==> config.mk <==
export PLATFORM = sky130hd
export DESIGN_NAME = seq_check_rx_flat
export DESIGN_NICKNAME = d
export VERILOG_FILES = /design/src/rtl/seq_check_pkg.sv /design/src/rtl/seq_check_rx_if.sv /design/src/rtl/seq_shift_win.sv /design/src/rtl/seq_check_rx.sv /design/src/flat_wrapper.sv
export SDC_FILE = /design/constraint.sdc
export NUM_CORES = 1
export LEC_CHECK = 0
export CAP_MARGIN = 30
export CORE_MARGIN = 10
export CORE_UTILIZATION = 55
export CTS_CLUSTER_DIAMETER = 150
export CTS_CLUSTER_SIZE = 40
export DETAILED_ROUTE_END_ITERATION = 12
export GPL_TIMING_DRIVEN = 1
export MAX_ROUTING_LAYER = met4
export PLACE_DENSITY = 0.95
export SLEW_MARGIN = 5
export SYNTH_ARGS = -nofsm -noshare
export SYNTH_HDL_FRONTEND = slang
export SYNTH_HIERARCHICAL = 1
export SYNTH_SLANG_ARGS = --single-unit
==> constraint.sdc <==
create_clock -name clk_i -period 2.3 [get_ports clk_i]
set_input_delay 0.575 -clock clk_i [delete_from_list [all_inputs] [get_ports clk_i]]
set_output_delay 0.575 -clock clk_i [all_outputs]
set_load 0.005 [all_outputs]
==> src/rtl/seq_check_pkg.sv <==
// rtl/seq_check_pkg.sv - shared state type and default pattern for the sequence checker
package seq_check_pkg;

   typedef enum logic {
      HUNT = 1'b0,
      LOCK = 1'b1
   } seq_state_t;

   localparam int         DEF_PAT_LEN = 8;
   localparam logic [7:0] DEF_PATTERN = 8'hB2;

endpackage

==> src/rtl/seq_check_rx_if.sv <==
// rtl/seq_check_rx_if.sv - serial bit stream in, lock/match/error status out
interface seq_check_rx_if #(
   parameter int CNT_W = 16
);

   logic             en;
   logic             seq_in;
   logic             locked;
   logic             match;
   logic             err;
   logic [CNT_W-1:0] match_cnt;

   modport master (
      output en,
      output seq_in,
      input  locked,
      input  match,
      input  err,
      input  match_cnt
   );

   modport slave (
      input  en,
      input  seq_in,
      output locked,
      output match,
      output err,
      output match_cnt
   );

endinterface

==> src/rtl/seq_shift_win.sv <==
// rtl/seq_shift_win.sv - EN-qualified bit history and fill counter; presents the window including the current bit
module seq_shift_win #(
   parameter int PAT_LEN = 8
) (
   input  logic               clk_i,
   input  logic               rst_ni,
   input  logic               en_i,
   input  logic               seq_in_i,
   output logic [PAT_LEN-1:0] nxt_o,
   output logic               fill_ok_o
);

   localparam int FW = $clog2(PAT_LEN + 1);

   // Only PAT_LEN-1 bits of history are kept; the oldest window bit is never compared again.
   logic [PAT_LEN-2:0] hist_q;
   logic [FW-1:0]      fill_q;

   assign nxt_o     = {hist_q, seq_in_i};
   assign fill_ok_o = (fill_q >= FW'(PAT_LEN - 1));

   always_ff @(posedge clk_i or negedge rst_ni) begin
      if (!rst_ni) begin
         hist_q <= '0;
         fill_q <= '0;
      end else if (en_i) begin
         hist_q <= nxt_o[PAT_LEN-2:0];
         if (fill_q != FW'(PAT_LEN)) begin
            fill_q <= fill_q + 1'b1;
         end
      end
   end

endmodule

==> src/rtl/seq_check_rx.sv <==
// rtl/seq_check_rx.sv - hunts for PATTERN, locks to its period and checks every bit
// SEQ_CHECK_CNT_EN builds the saturating MATCH counter; otherwise match_cnt is 0.
module seq_check_rx
   import seq_check_pkg::*;
#(
   parameter int               PAT_LEN = DEF_PAT_LEN,
   parameter logic [PAT_LEN-1:0] PATTERN = PAT_LEN'(DEF_PATTERN),
   parameter int               ERR_MAX = 3,
   parameter int               CNT_W   = 16
) (
   input  logic         clk_i,
   input  logic         rst_ni,
   seq_check_rx_if.slave rx_if
);

   localparam int PH_W = $clog2(PAT_LEN);
   localparam int EW   = $clog2(ERR_MAX + 1);
   // Bit-reversed so the phase counter indexes the expected bit directly.
   localparam logic [PAT_LEN-1:0] PAT_REV = {<<{PATTERN}};

   logic [PAT_LEN-1:0] nxt_w;
   logic               fill_ok_w;

   seq_check_pkg::seq_state_t state_q;
   logic [PH_W-1:0]           phase_q;
   logic [EW-1:0]             err_cnt_q;
   logic                      per_err_q;
   logic                      locked_q;
   logic                      match_q;
   logic                      err_q;

   logic last_ph;
   logic bad_bit;
   logic hunt_hit;
   logic err_max_hit;
   logic match_d;
   logic err_d;

   seq_shift_win #(
      .PAT_LEN (PAT_LEN)
   ) u_win (
      .clk_i     (clk_i),
      .rst_ni    (rst_ni),
      .en_i      (rx_if.en),
      .seq_in_i  (rx_if.seq_in),
      .nxt_o     (nxt_w),
      .fill_ok_o (fill_ok_w)
   );

   always_comb begin
      last_ph     = (phase_q == PH_W'(PAT_LEN - 1));
      bad_bit     = (rx_if.seq_in != PAT_REV[phase_q]);
      hunt_hit    = fill_ok_w && (nxt_w == PATTERN);
      err_max_hit = bad_bit && (err_cnt_q == EW'(ERR_MAX - 1));
      match_d     = 1'b0;
      err_d       = 1'b0;
      if (rx_if.en) begin
         if (state_q == HUNT) begin
            match_d = hunt_hit;
         end else begin
            match_d = last_ph && !bad_bit && !per_err_q;
            err_d   = bad_bit;
         end
      end
   end

   always_ff @(posedge clk_i or negedge rst_ni) begin
      if (!rst_ni) begin
         state_q   <= HUNT;
         phase_q   <= '0;
         err_cnt_q <= '0;
         per_err_q <= 1'b0;
         locked_q  <= 1'b0;
         match_q   <= 1'b0;
         err_q     <= 1'b0;
      end else begin
         match_q <= match_d;
         err_q   <= err_d;
         if (rx_if.en) begin
            case (state_q)
               HUNT: begin
                  if (hunt_hit) begin
                     state_q   <= LOCK;
                     locked_q  <= 1'b1;
                     phase_q   <= '0;
                     err_cnt_q <= '0;
                     per_err_q <= 1'b0;
                  end
               end
               LOCK: begin
                  phase_q <= last_ph ? '0 : phase_q + 1'b1;
                  if (err_max_hit) begin
                     state_q   <= HUNT;
                     locked_q  <= 1'b0;
                     err_cnt_q <= '0;
                     per_err_q <= 1'b0;
                  end else begin
                     // A clean period forgives earlier errors; a dirty one keeps the tally.
                     if (bad_bit) begin
                        err_cnt_q <= err_cnt_q + 1'b1;
                     end else if (last_ph && !per_err_q) begin
                        err_cnt_q <= '0;
                     end
                     if (last_ph) begin
                        per_err_q <= 1'b0;
                     end else if (bad_bit) begin
                        per_err_q <= 1'b1;
                     end
                  end
               end
               default: state_q <= HUNT;
            endcase
         end
      end
   end

   assign rx_if.locked = locked_q;
   assign rx_if.match  = match_q;
   assign rx_if.err    = err_q;

`ifdef SEQ_CHECK_CNT_EN
   logic [CNT_W-1:0] cnt_q;

   always_ff @(posedge clk_i or negedge rst_ni) begin
      if (!rst_ni) begin
         cnt_q <= '0;
      end else if (match_d && (cnt_q != {CNT_W{1'b1}})) begin
         cnt_q <= cnt_q + 1'b1;
      end
   end

   assign rx_if.match_cnt = cnt_q;
`else
   assign rx_if.match_cnt = '0;
`endif

endmodule

==> src/flat_wrapper.sv <==
// flat-port wrapper written by rule: the top's interface ports become plain ports
module seq_check_rx_flat import seq_check_pkg::*;
#(
   parameter int               PAT_LEN = DEF_PAT_LEN,
   parameter logic [PAT_LEN-1:0] PATTERN = PAT_LEN'(DEF_PATTERN),
   parameter int               ERR_MAX = 3,
   parameter int               CNT_W   = 16
)
  (clk_i, rst_ni, rx_if_en, rx_if_seq_in, rx_if_locked, rx_if_match, rx_if_err, rx_if_match_cnt);
  seq_check_rx_if #(.CNT_W(CNT_W)) rx_if_i ();
  input  logic clk_i;
  input  logic rst_ni;
  input wire logic [$bits(rx_if_i.en)-1:0] rx_if_en;
  input wire logic [$bits(rx_if_i.seq_in)-1:0] rx_if_seq_in;
  output wire logic [$bits(rx_if_i.locked)-1:0] rx_if_locked;
  output wire logic [$bits(rx_if_i.match)-1:0] rx_if_match;
  output wire logic [$bits(rx_if_i.err)-1:0] rx_if_err;
  output wire logic [$bits(rx_if_i.match_cnt)-1:0] rx_if_match_cnt;
  assign rx_if_i.en = rx_if_en;
  assign rx_if_i.seq_in = rx_if_seq_in;
  assign rx_if_locked = rx_if_i.locked;
  assign rx_if_match = rx_if_i.match;
  assign rx_if_err = rx_if_i.err;
  assign rx_if_match_cnt = rx_if_i.match_cnt;
  seq_check_rx #(.PAT_LEN(PAT_LEN), .PATTERN(PATTERN), .ERR_MAX(ERR_MAX), .CNT_W(CNT_W)) u_core (.clk_i(clk_i), .rst_ni(rst_ni), .rx_if(rx_if_i));
endmodule
==> results of run 1 <==
[registers in the layout, indices dropped and copies added, names as in the netlist]
name,count
u_core/u_win/hist_q,7
u_core/u_win/fill_q,4
u_core/phase_q,3
u_core/err_cnt_q,2
u_core/per_err_q,1
u_core/rx_if.err,1
u_core/rx_if.locked,1
u_core/rx_if.match,1
u_core/state_q,1
[kinds of logic after synthesis]
| family | count (synthesis) | synth area share (%) |
|---|---|---|
| compound gates | 18 | 13.73 |
| buf+inv | 25 | 13.12 |
| xor+xnor | 2 | 1.424 |
| mux | 8 | 7.325 |
| fa+ha+maj | 7 | 7.121 |
| simple gates | 29 | 14.24 |
| flops | 21 | 42.73 |
| other cells | 1 | 0.3049 |
[layer usage]
metal  track usage (%)  up-vias  wire (µm)
met1             10.74      378        859
met2             16.00       20        993
met3             2.645        5        155
met5                 -        -          0
met4             6.923        0         55
li1                  -      380          -
[Yosys cell counts, drive strengths merged (2+ instances only)]
| cell | n | area, µm² |
|---|---|---|
| nor2 | 3 | 11.26 |
| nor3b | 2 | 15.01 |
| o22ai | 2 | 12.51 |
| dfrtp | 21 | 525.5 |
| and4bb | 2 | 25.02 |
| inv | 7 | 26.28 |
| buf | 18 | 135.1 |
| nand2 | 8 | 32.54 |
| mux2 | 8 | 90.09 |
| nand3 | 4 | 20.02 |
| o21ai | 2 | 13.76 |
| a21o | 2 | 16.27 |
| nand2b | 4 | 32.53 |
| ha | 7 | 87.58 |
| or3 | 2 | 12.51 |
| o31ai | 2 | 15.01 |
| xnor2 | 2 | 17.52 |
| and2 | 2 | 12.51 |
[path summary, 6_finish.rpt]
check | from | end | cells after the start
worst max-delay path | u_core/rx_if.locked | rx_if_locked | 1
worst min-delay path | u_core/rx_if.locked | u_core/rx_if.locked | 1
worst max register to register | u_core/u_win/fill_q[0] | u_core/err_cnt_q[0] | 6
worst min register to register | u_core/rx_if.locked | u_core/rx_if.locked | 1
max in group asynchronous | rst_ni | u_core/phase_q[2] | 2
min in group asynchronous | rst_ni | u_core/u_win/hist_q[2] | 2
[stage by stage]
stage          worst slack [ns]  cell area, µm²  hold slack, ns  utilization [%]
2_1_floorplan            0.7284            1286          0.2794                -
5_1_grt                  0.4315            1296          0.5342            59.75
3_5_place_dp             0.2208            1269          0.4870            58.48
3_3_place_gp             0.2830            1269          0.4823            58.48
4_1_cts                  0.5328            1296          0.5135            59.75
6_report                 0.5503            1296          0.5076            59.75
[final cells by class]
cell class	instances	area [µm²]
Timing Repair Buffer	9	82.58
Fill cell	194	873.3
Multi-Input combinational cell	80	599.3
Sequential cell	21	525.5
Inverter	7	26.28
Tap cell	28	35.03
Clock inverter	1	5.005
Clock buffer	3	22.52
[power by group through the flow]
stage	clock network, mW	registers [mW]	logic, mW
2_1_floorplan	0	0.599	0.433
3_3_place_gp	0	0.618	0.494
3_5_place_dp	0	0.631	0.527
4_1_cts	0.185	0.623	0.529
5_1_grt	0.196	0.646	0.594
6_report	0.179	0.624	0.528
==> out/metrics.csv, run 1 <==
stage,metric,value,unit
status,outcome,"finished, final reports clean",
global_route,overflow,0,
placement,dp_hpwl,1622,µm
power_and_ir_drop,power_frac_seq,46.9,%
drt,via_count,783,
synthesis,netlist_instances,111,
synthesis,seq_area_frac_synth,42.73,%
min_path,hold_path_class,reg -> reg,
flow_run,maxCapViolCount,0,
power_and_ir_drop,p_switching,0.5051,mW
synthesis,ys.flop_type,dfrtp_1,
global_route,grt_max_degree,22,
critical_path,cp_top_family,buffers and inverters,
synthesis,async_flop_share,100.0,%
power_and_ir_drop,leakage,0.5977,nW
critical_path,crit_chain,clkdlybuf4s50_1,
layout,final_cell_mix,"dfrtp_1, conb_1",
drt,dr.pass1.iters,4,
die,die_h,67.29,µm
layout,fin_nets,133,
clock_network,numCtsBuffers,3,
power_and_ir_drop,p_int,0.8258,mW
drt,wl_per_cell,13.85,µm
clock_network,clockBufferDepth,2,
critical_path,slowest_stage,clkdlybuf4s50_1,
critical_path,cp.required,1.73,ns
critical_path,critical_path_buf_inv_count,1,
layout,synthToLayoutAreaGrowth,5.391,%
placement,dpl.cell_count,145,
die,die_x,67.29,µm
timing,skew,0.002096,ns
synthesis,syn-cell-area,1230,µm²
die,fp.dieArea,4528,µm²
global_route,track_usage,10.06,%
drt,vias_per_cell,5.255,
synthesis,synth-edff-count,0,
power_and_ir_drop,switching_share,37.95,%
global_route,antenna_found_initial,0,
timing,tns,0,ns
drt,routed_wl,2063,µm
drt,antenna_left,0,
layout,layout_commonest_cell,dfrtp_1,
clock_network,cts_root_buf,clkbuf_4,
timing,finalSetupViolCount,0,
clock_network,hold_buffers,0,
drt,drc,0,
clock_network,cts.sinks,21,
global_route,grt_pass1_wl,3346,µm
die,core_area,2170,µm²
die,pin_count,23,
timing,finalHoldViolCount,0,
synthesis,ys_ff_latch,21,
synthesis,synthDistinctLibCells,36,
clock_network,clk_latency,0.31,ns
critical_path,crit_fanout,2,
critical_path,critPathLaunchType,flip-flop,
clock_network,tritoncts,built,
placement,io_buffer_count,6,
timing,max_freq,571.5,MHz
timing,drv_slew,0,
power_and_ir_drop,power.total,1.331,mW
power_and_ir_drop,clkPwrFrac,13.4,%
synthesis,ys.warnings.count,6,
layout,antenna_cells,0,
critical_path,ff2ff_setup_slack,0.63,ns
power_and_ir_drop,p_comb_share,39.7,%
die,fp-row-count,17,
global_route,grt_pass1_vias,783,
layout,stdcell_count,149,
timing,rsz0062_at_grt,no,
critical_path,path_class,reg -> out,
timing,layout_min_cycle_time,1.750,ns
clock_network,cts_setup_buffers,0,
power_and_ir_drop,vdd_drop_max,0.0006559,V
layout,drive_gt1_share,19.01,%
timing,fin_crit_sh,76.08,%
power_and_ir_drop,p_per_area,1027,nW/µm²
drt,drt-initial-drc-count,15,
critical_path,end_kind,output port,
clock_network,clkSlewWorstSetupHoldPaths,0.11,ns
synthesis,avgSynthCellArea,11.08,µm²
placement,gp_congestion,0.8628,
die,floorplan.initialDensity,56.69,%
clock_network,cts_resized,0,
critical_path,cp.arrival,1.17,ns
clock_network,htreeDepth,1,
critical_path,cp_slowest_stage_delay,0.50,ns
No activity file was read; power rests on OpenSTA's default activity.
==> run 2, diff against run 1 <==
- CORE_UTILIZATION: 55 -> 51
- PLACE_DENSITY: 0.95 -> 0.89
- clock period: 2.3 -> 1.85 ns (I/O delays scaled with it)
==> run 2 against run 1 <==
Cell count is 2.7% higher. Wire length is 6.8% higher. Via count is 4.3% higher. Die area is 5.5% higher. Sequential share of layout area is 0.92 points lower. Register-to-register slack worse by 0.51 ns. First-iteration DRC count is 130% higher. Global-route usage is 0.70 points lower. Largest cell class unchanged. Clock-buffer cell count stayed put. Critical path depth is 5 higher.
==> out/metrics.csv, run 2 (synthesized netlist as in run 1, its figures left out) <==
stage,metric,value,unit,change
status,outcome,"finished, final reports clean",,unchanged
clock_network,clkSlewWorstSetupHoldPaths,0.11,ns,about the same
global_route,antenna_found_initial,0,,unchanged
drt,dr.pass1.iters,4,,unchanged
layout,antenna_cells,0,,unchanged
critical_path,end_kind,flip-flop,,was output port
layout,reg_top3,"u_core/u_win/hist_q x7, u_core/u_win/fill_q x4, u_core/phase_q x3",,unchanged
global_route,track_usage,9.360,%,was 10.06%
timing,finalHoldViolCount,0,,unchanged
die,die_x,69.11,µm,was 67.29 µm
power_and_ir_drop,leakage,0.6174,nW,was 0.5977 nW
critical_path,crit_fanout,5,,was 2
clock_network,hold_buffers,0,,unchanged
layout,largest_register_ff_count,7,,unchanged
timing,max_freq,577.3,MHz,
drt,via_count,817,,was 783
critical_path,path_class,reg -> reg,,was reg -> out
global_route,grt_pass1_wl,3726,µm,was 3346 µm
timing,layout_min_cycle_time,1.732,ns,
clock_network,cts_root_buf,clkbuf_4,,unchanged
clock_network,cts_setup_buffers,0,,unchanged
clock_network,htreeDepth,1,,unchanged
layout,layout.core_utilization,58.82,%,was 59.75%
clock_network,numCtsBuffers,3,,unchanged
drt,drc,0,,unchanged
die,fp-row-count,17,,unchanged
placement,dpl-instance-area,1299,µm²,was 1269 µm²
clock_network,cts.sinks,21,,unchanged
die,fp.dieArea,4776,µm²,was 4528 µm²
drt,vias_per_cell,5.340,,was 5.255
timing,rsz0062_at_grt,no,,unchanged
layout,fin_area,1326,µm²,was 1296 µm²
placement,io_buffer_count,6,,unchanged
placement,gp_congestion,0.8444,,was 0.8628
layout,final_cell_mix,"dfrtp_1, conb_1",,unchanged
global_route,grt_pass1_vias,862,,was 783
timing,drv_slew,0,,unchanged
drt,antenna_left,0,,unchanged
drt,routed_wl,2204,µm,was 2063 µm
drt,wl_per_cell,14.41,µm,was 13.85 µm
critical_path,cp.arrival,1.97,ns,was 1.17 ns
power_and_ir_drop,vdd_drop_max,0.0006829,V,was 0.0006559 V
drt,drt-initial-drc-count,35,,was 15
layout,layout_commonest_cell,dfrtp_1,,unchanged
flow_run,maxCapViolCount,0,,unchanged
timing,fin_crit_sh,93.64,%,
critical_path,critPathLaunchType,flip-flop,,unchanged
die,die_h,69.11,µm,was 67.29 µm
clock_network,tritoncts,built,,unchanged
global_route,overflow,0,,unchanged
power_and_ir_drop,p_per_area,1277,nW/µm²,was 1027 nW/µm²
timing,skew,0.003712,ns,was 0.002096 ns
die,pin_count,23,,unchanged
clock_network,clk_latency,0.29,ns,was 0.31 ns
die,core_area,2255,µm²,was 2170 µm²
timing,finalSetupViolCount,0,,unchanged
placement,dp_hpwl,1753,µm,was 1622 µm
min_path,hold_path_class,in -> async,,was reg -> reg
layout,synthToLayoutAreaGrowth,7.833,%,was 5.391%
die,floorplan.initialDensity,54.55,%,was 56.69%
global_route,grt_max_degree,22,,unchanged
clock_network,cts_resized,0,,unchanged
critical_path,cp.required,2.09,ns,was 1.73 ns
layout,fin_nets,137,,was 133
clock_network,clockBufferDepth,2,,unchanged
layout,top_register,u_core/u_win/hist_q,,unchanged
layout,drive_gt1_share,21.60,%,was 19.01%
[run 2: cell count changes in the layout (fill, tap and decap cells not counted)]
cell | before | now
buf_4 | 3 | 7
[run 2: metrics by stage]
| step | setup slack (ns) | hold WS [ns] | instances | power (mW) | setup TNS, ns |
|---|---|---|---|---|---|
| 2_1_floorplan | 0.3411 | 0.1669 | 126 | 1.283 | 0 |
| 3_3_place_gp | -0.02046 | 0.4844 | 149 | 1.413 | -0.04972 |
| 3_5_place_dp | -0.06175 | 0.4894 | 149 | 1.479 | -0.1679 |
| 4_1_cts | 0.1312 | 0.4894 | 153 | 1.701 | 0 |
| 5_1_grt | 0.02094 | 0.4904 | 153 | 1.827 | 0 |
| 6_report | 0.1177 | 0.4871 | 153 | 1.693 | 0 |
[run 2: worst paths after layout]
kind | cells after the start | start | slack [ns] | endpoint
max | 6 | u_core/phase_q[0] | 0.12 | u_core/per_err_q
min | 2 | rst_ni | 0.49 | u_core/u_win/hist_q[2]
max reg2reg | 6 | u_core/phase_q[0] | 0.12 | u_core/per_err_q
min reg2reg | 1 | u_core/rx_if.locked | 0.51 | u_core/rx_if.locked
max in group asynchronous | 2 | rst_ni | 1.15 | u_core/phase_q[2]
min in group clk_i | 1 | u_core/rx_if.locked | 0.51 | u_core/rx_if.locked
[run 2: routing by layer]
metal  wire length, µm  global-route usage (%)  vias to the layer above
met5                 0                       -                        -
met4                40                   5.987                        0
met3               154                   3.566                        4
met2              1127                   15.52                       25
met1               882                   8.917                      402
li1                  -                       -                      386
[run 2: power breakdown]
part | switching (mW) | internal, mW | leakage (nW)
clock network | 0.132 | 0.0804 | 0.0177
registers | 0.165 | 0.623 | 0.258
logic | 0.344 | 0.349 | 0.342
[run 2: critical path: stages, from the launching register on]
cell and delay [ns]:
dfrtp_1 0.46, inv_1 0.08, ha_1 0.19, nand2b_1 0.19, a21bo_1 0.23, a2111oi_4 0.35, a221o_1 0.16
[run 2: layout make-up]
class                           count  area (µm²)
Sequential cell                    21       525.5
Inverter                            7       26.28
Timing Repair Buffer               13       112.6
Clock inverter                      1       5.005
Tap cell                           28       35.03
Multi-Input combinational cell     80       599.3
Fill cell                         191       928.4
Clock buffer                        3       22.52
==> run 3, diff against run 2 <==
- ABC_CLOCK_PERIOD_IN_PS: not set -> 1500
- CORE_UTILIZATION: 51 -> 46
- PLACE_DENSITY: 0.89 -> 0.86
- clock period: 1.85 -> 1.5 ns (I/O delays scaled with it)
==> run 3 against run 2 <==
The flow now finishes with violations (negative setup slack). Die area is 7.7% higher. Cell count is 8.5% higher. Core utilization is 0.45 points higher. Clock skew is 0.0017 ns lower. Non-clock buffer count is 11 higher. Total power is 46% higher. Largest cell class unchanged. Critical path depth stayed put. Sequential power is 21% higher. Sequential cell count stayed put. Combinational power is 79% higher. Via count is 6.4% higher. Global-route usage is 0.29 points higher. Critical endpoint unchanged.
==> out/metrics.csv, run 3 (synthesized netlist as in run 1, its figures left out) <==
stage,metric,value,unit,change
die,die_h,71.71,µm,was 69.11 µm
layout,synthToLayoutAreaGrowth,21.57,%,was 7.833%
timing,finalSetupViolCount,2,,was 0
critical_path,cp.required,1.75,ns,was 2.09 ns
global_route,grt_pass1_vias,920,,was 862
power_and_ir_drop,p_comb_share,50.0,%,was 40.9%
global_route,grt_max_degree,22,,unchanged
clock_network,numCtsBuffers,3,,unchanged
layout,fin_nets,148,,was 137
placement,dpl.cell_count,160,,was 149
power_and_ir_drop,leakage,0.6911,nW,was 0.6174 nW
drt,dr.pass1.iters,4,,unchanged
die,core_area,2522,µm²,was 2255 µm²
clock_network,clkSlewWorstSetupHoldPaths,0.12,ns,was 0.11 ns
timing,skew,0.001972,ns,was 0.003712 ns
layout,fin_area,1495,µm²,was 1326 µm²
critical_path,reg2reg_from,u_core/phase_q[0],,unchanged
drt,drt-initial-drc-count,47,,was 35
power_and_ir_drop,clkPwrFrac,11.4,%,was 12.5%
drt,routed_wl,2435,µm,was 2204 µm
die,pin_count,23,,unchanged
timing,fin_crit_sh,106.9,%,was 93.64%
clock_network,cts_root_buf,clkbuf_4,,unchanged
layout,layout_commonest_cell,dfrtp_1,,unchanged
placement,dp_hpwl,1744,µm,was 1753 µm
layout,final_cell_mix,"dfrtp_1, buf_4, conb_1, mux2_2",,"was dfrtp_1, conb_1"
drt,vias_per_cell,5.235,,was 5.340
drt,drc,0,,unchanged
placement,gp_congestion,0.8926,,was 0.8444
global_route,track_usage,9.653,%,was 9.360%
clock_network,cts.sinks,21,,unchanged
clock_network,tritoncts,built,,unchanged
layout,stdcell_count,166,,was 153
critical_path,critPathLaunchType,flip-flop,,unchanged
layout,largest_register_ff_count,7,,unchanged
layout,drive_gt1_share,36.76,%,was 21.60%
placement,io_buffer_count,6,,unchanged
timing,tns,-0.1109,ns,was 0 ns
critical_path,cp.arrival,1.86,ns,was 1.97 ns
power_and_ir_drop,p_switching,0.9442,mW,was 0.6407 mW
timing,max_freq,623.6,MHz,was 577.3 MHz
layout,top_register,u_core/u_win/hist_q,,unchanged
critical_path,timing.rr.end,u_core/per_err_q,,unchanged
critical_path,reg2reg_depth,6,,unchanged
power_and_ir_drop,power_frac_seq,38.6,%,was 46.6%
die,floorplan.initialDensity,48.76,%,was 54.55%
layout,antenna_cells,0,,unchanged
placement,dpl-instance-area,1376,µm²,was 1299 µm²
critical_path,path_class,reg -> reg,,unchanged
global_route,grt_pass1_wl,4002,µm,was 3726 µm
timing,layout_min_cycle_time,1.604,ns,was 1.732 ns
layout,reg_top3,"u_core/u_win/hist_q x7, u_core/u_win/fill_q x4, u_core/phase_q x3",,unchanged
drt,antenna_left,0,,unchanged
status,failed_checks,negative setup slack,,
timing,rsz0062_at_grt,yes,,was no
clock_network,clockBufferDepth,2,,unchanged
power_and_ir_drop,vdd_drop_max,0.001079,V,was 0.0006829 V
die,fp-row-count,18,,was 17
drt,wl_per_cell,14.67,µm,was 14.41 µm
critical_path,crit_fanout,4,,was 5
clock_network,htreeDepth,1,,unchanged
critical_path,ff2ff_setup_slack,-0.10,ns,was 0.12 ns
die,fp.dieArea,5142,µm²,was 4776 µm²
timing,worst_slack,-0.1037,ns,was 0.1177 ns
clock_network,hold_buffers,0,,unchanged
timing,hold_slack,0.3859,ns,was 0.4871 ns
drt,via_count,869,,was 817
status,outcome,"finished, violations left",,"was finished, final reports clean"
die,die_x,71.71,µm,was 69.11 µm
flow_run,maxCapViolCount,0,,unchanged
min_path,hold_path_class,in -> async,,unchanged
layout,layout.core_utilization,59.28,%,was 58.82%
power_and_ir_drop,p_int,1.530,mW,was 1.052 mW
timing,finalHoldViolCount,0,,unchanged
global_route,overflow,0,,unchanged
global_route,antenna_found_initial,0,,unchanged
power_and_ir_drop,switching_share,38.16,%,was 37.84%
power_and_ir_drop,p_per_area,1655,nW/µm²,was 1277 nW/µm²
critical_path,end_kind,flip-flop,,unchanged
timing,drv_slew,0,,unchanged
clock_network,clk_latency,0.31,ns,was 0.29 ns
==> run 3: cell types whose count changed in the layout (fill, tap and decap cells not counted), moves of 2 or more <==
cell             before  now
ha_1                  7    3
ha_4                  0    2
dlygate4sd2_1         0    3
ha_2                  0    2
clkdlybuf4s50_1       6    3
buf_4                 7   17
==> run 3: layout make-up <==
| type | instances | area, µm² |
|---|---|---|
| Clock buffer | 3 | 22.52 |
| Clock inverter | 1 | 7.507 |
| Fill cell | 202 | 1027 |
| Inverter | 7 | 28.78 |
| Multi-Input combinational cell | 80 | 678.2 |
| Sequential cell | 21 | 525.5 |
| Tap cell | 30 | 37.54 |
| Timing Repair Buffer | 24 | 195.2 |
==> run 3: through the flow <==
stage / power (mW) / setup WS [ns]
CTS: 2.379 / -0.06185
floorplan: 1.604 / 0.003941
global route: 2.651 / -0.1469
detailed placement: 1.971 / -0.2565
finish: 2.474 / -0.1037
global placement: 1.894 / -0.2352
==> run 3: critical path, stage by stage, from the launching register on <==
cell       delay [ns]
dfrtp_1          0.44
buf_6            0.14
ha_4             0.15
nand2b_4         0.09
nand3b_1         0.18
a2111oi_4        0.38
a221o_1          0.16
==> run 3: repair_timing <==
item	CTS	global route
setup buffers	2	1
pin swaps	4	6
resized for setup	12	8
setup endpoints to repair	9	10
==> run 3: how the worst max path moves through the flow <==
| stage | start | end | slack [ns] |
|---|---|---|---|
| after CTS | u_core/phase_q[0] | u_core/err_cnt_q[1] | -0.06 |
| after global placement | rx_if_seq_in | u_core/err_cnt_q[1] | -0.24 |
| after global routing | u_core/phase_q[0] | u_core/per_err_q | -0.15 |
| after detailed placement | rx_if_seq_in | u_core/err_cnt_q[1] | -0.26 |
| final | u_core/phase_q[0] | u_core/per_err_q | -0.10 |
| after floorplan | u_core/phase_q[0] | u_core/per_err_q | 0.004 |
==> run 3: power groups by stage <==
stage               Sequential, mW  Clock [mW]  Combinational, mW
CTS                          0.948       0.294               1.14
finish                       0.956       0.282               1.24
detailed placement           0.958           0               1.01
floorplan                    0.923           0              0.680
global placement             0.936           0              0.958
global route                 0.978       0.315               1.36
==> run 3: routing by layer <==
metal	routed length (µm)	vias up	track usage, %
li1	-	404	-
met1	958	422	9.768
met2	1242	37	16.47
met3	198	6	2.755
met4	34	0	5.161
met5	0	-	-
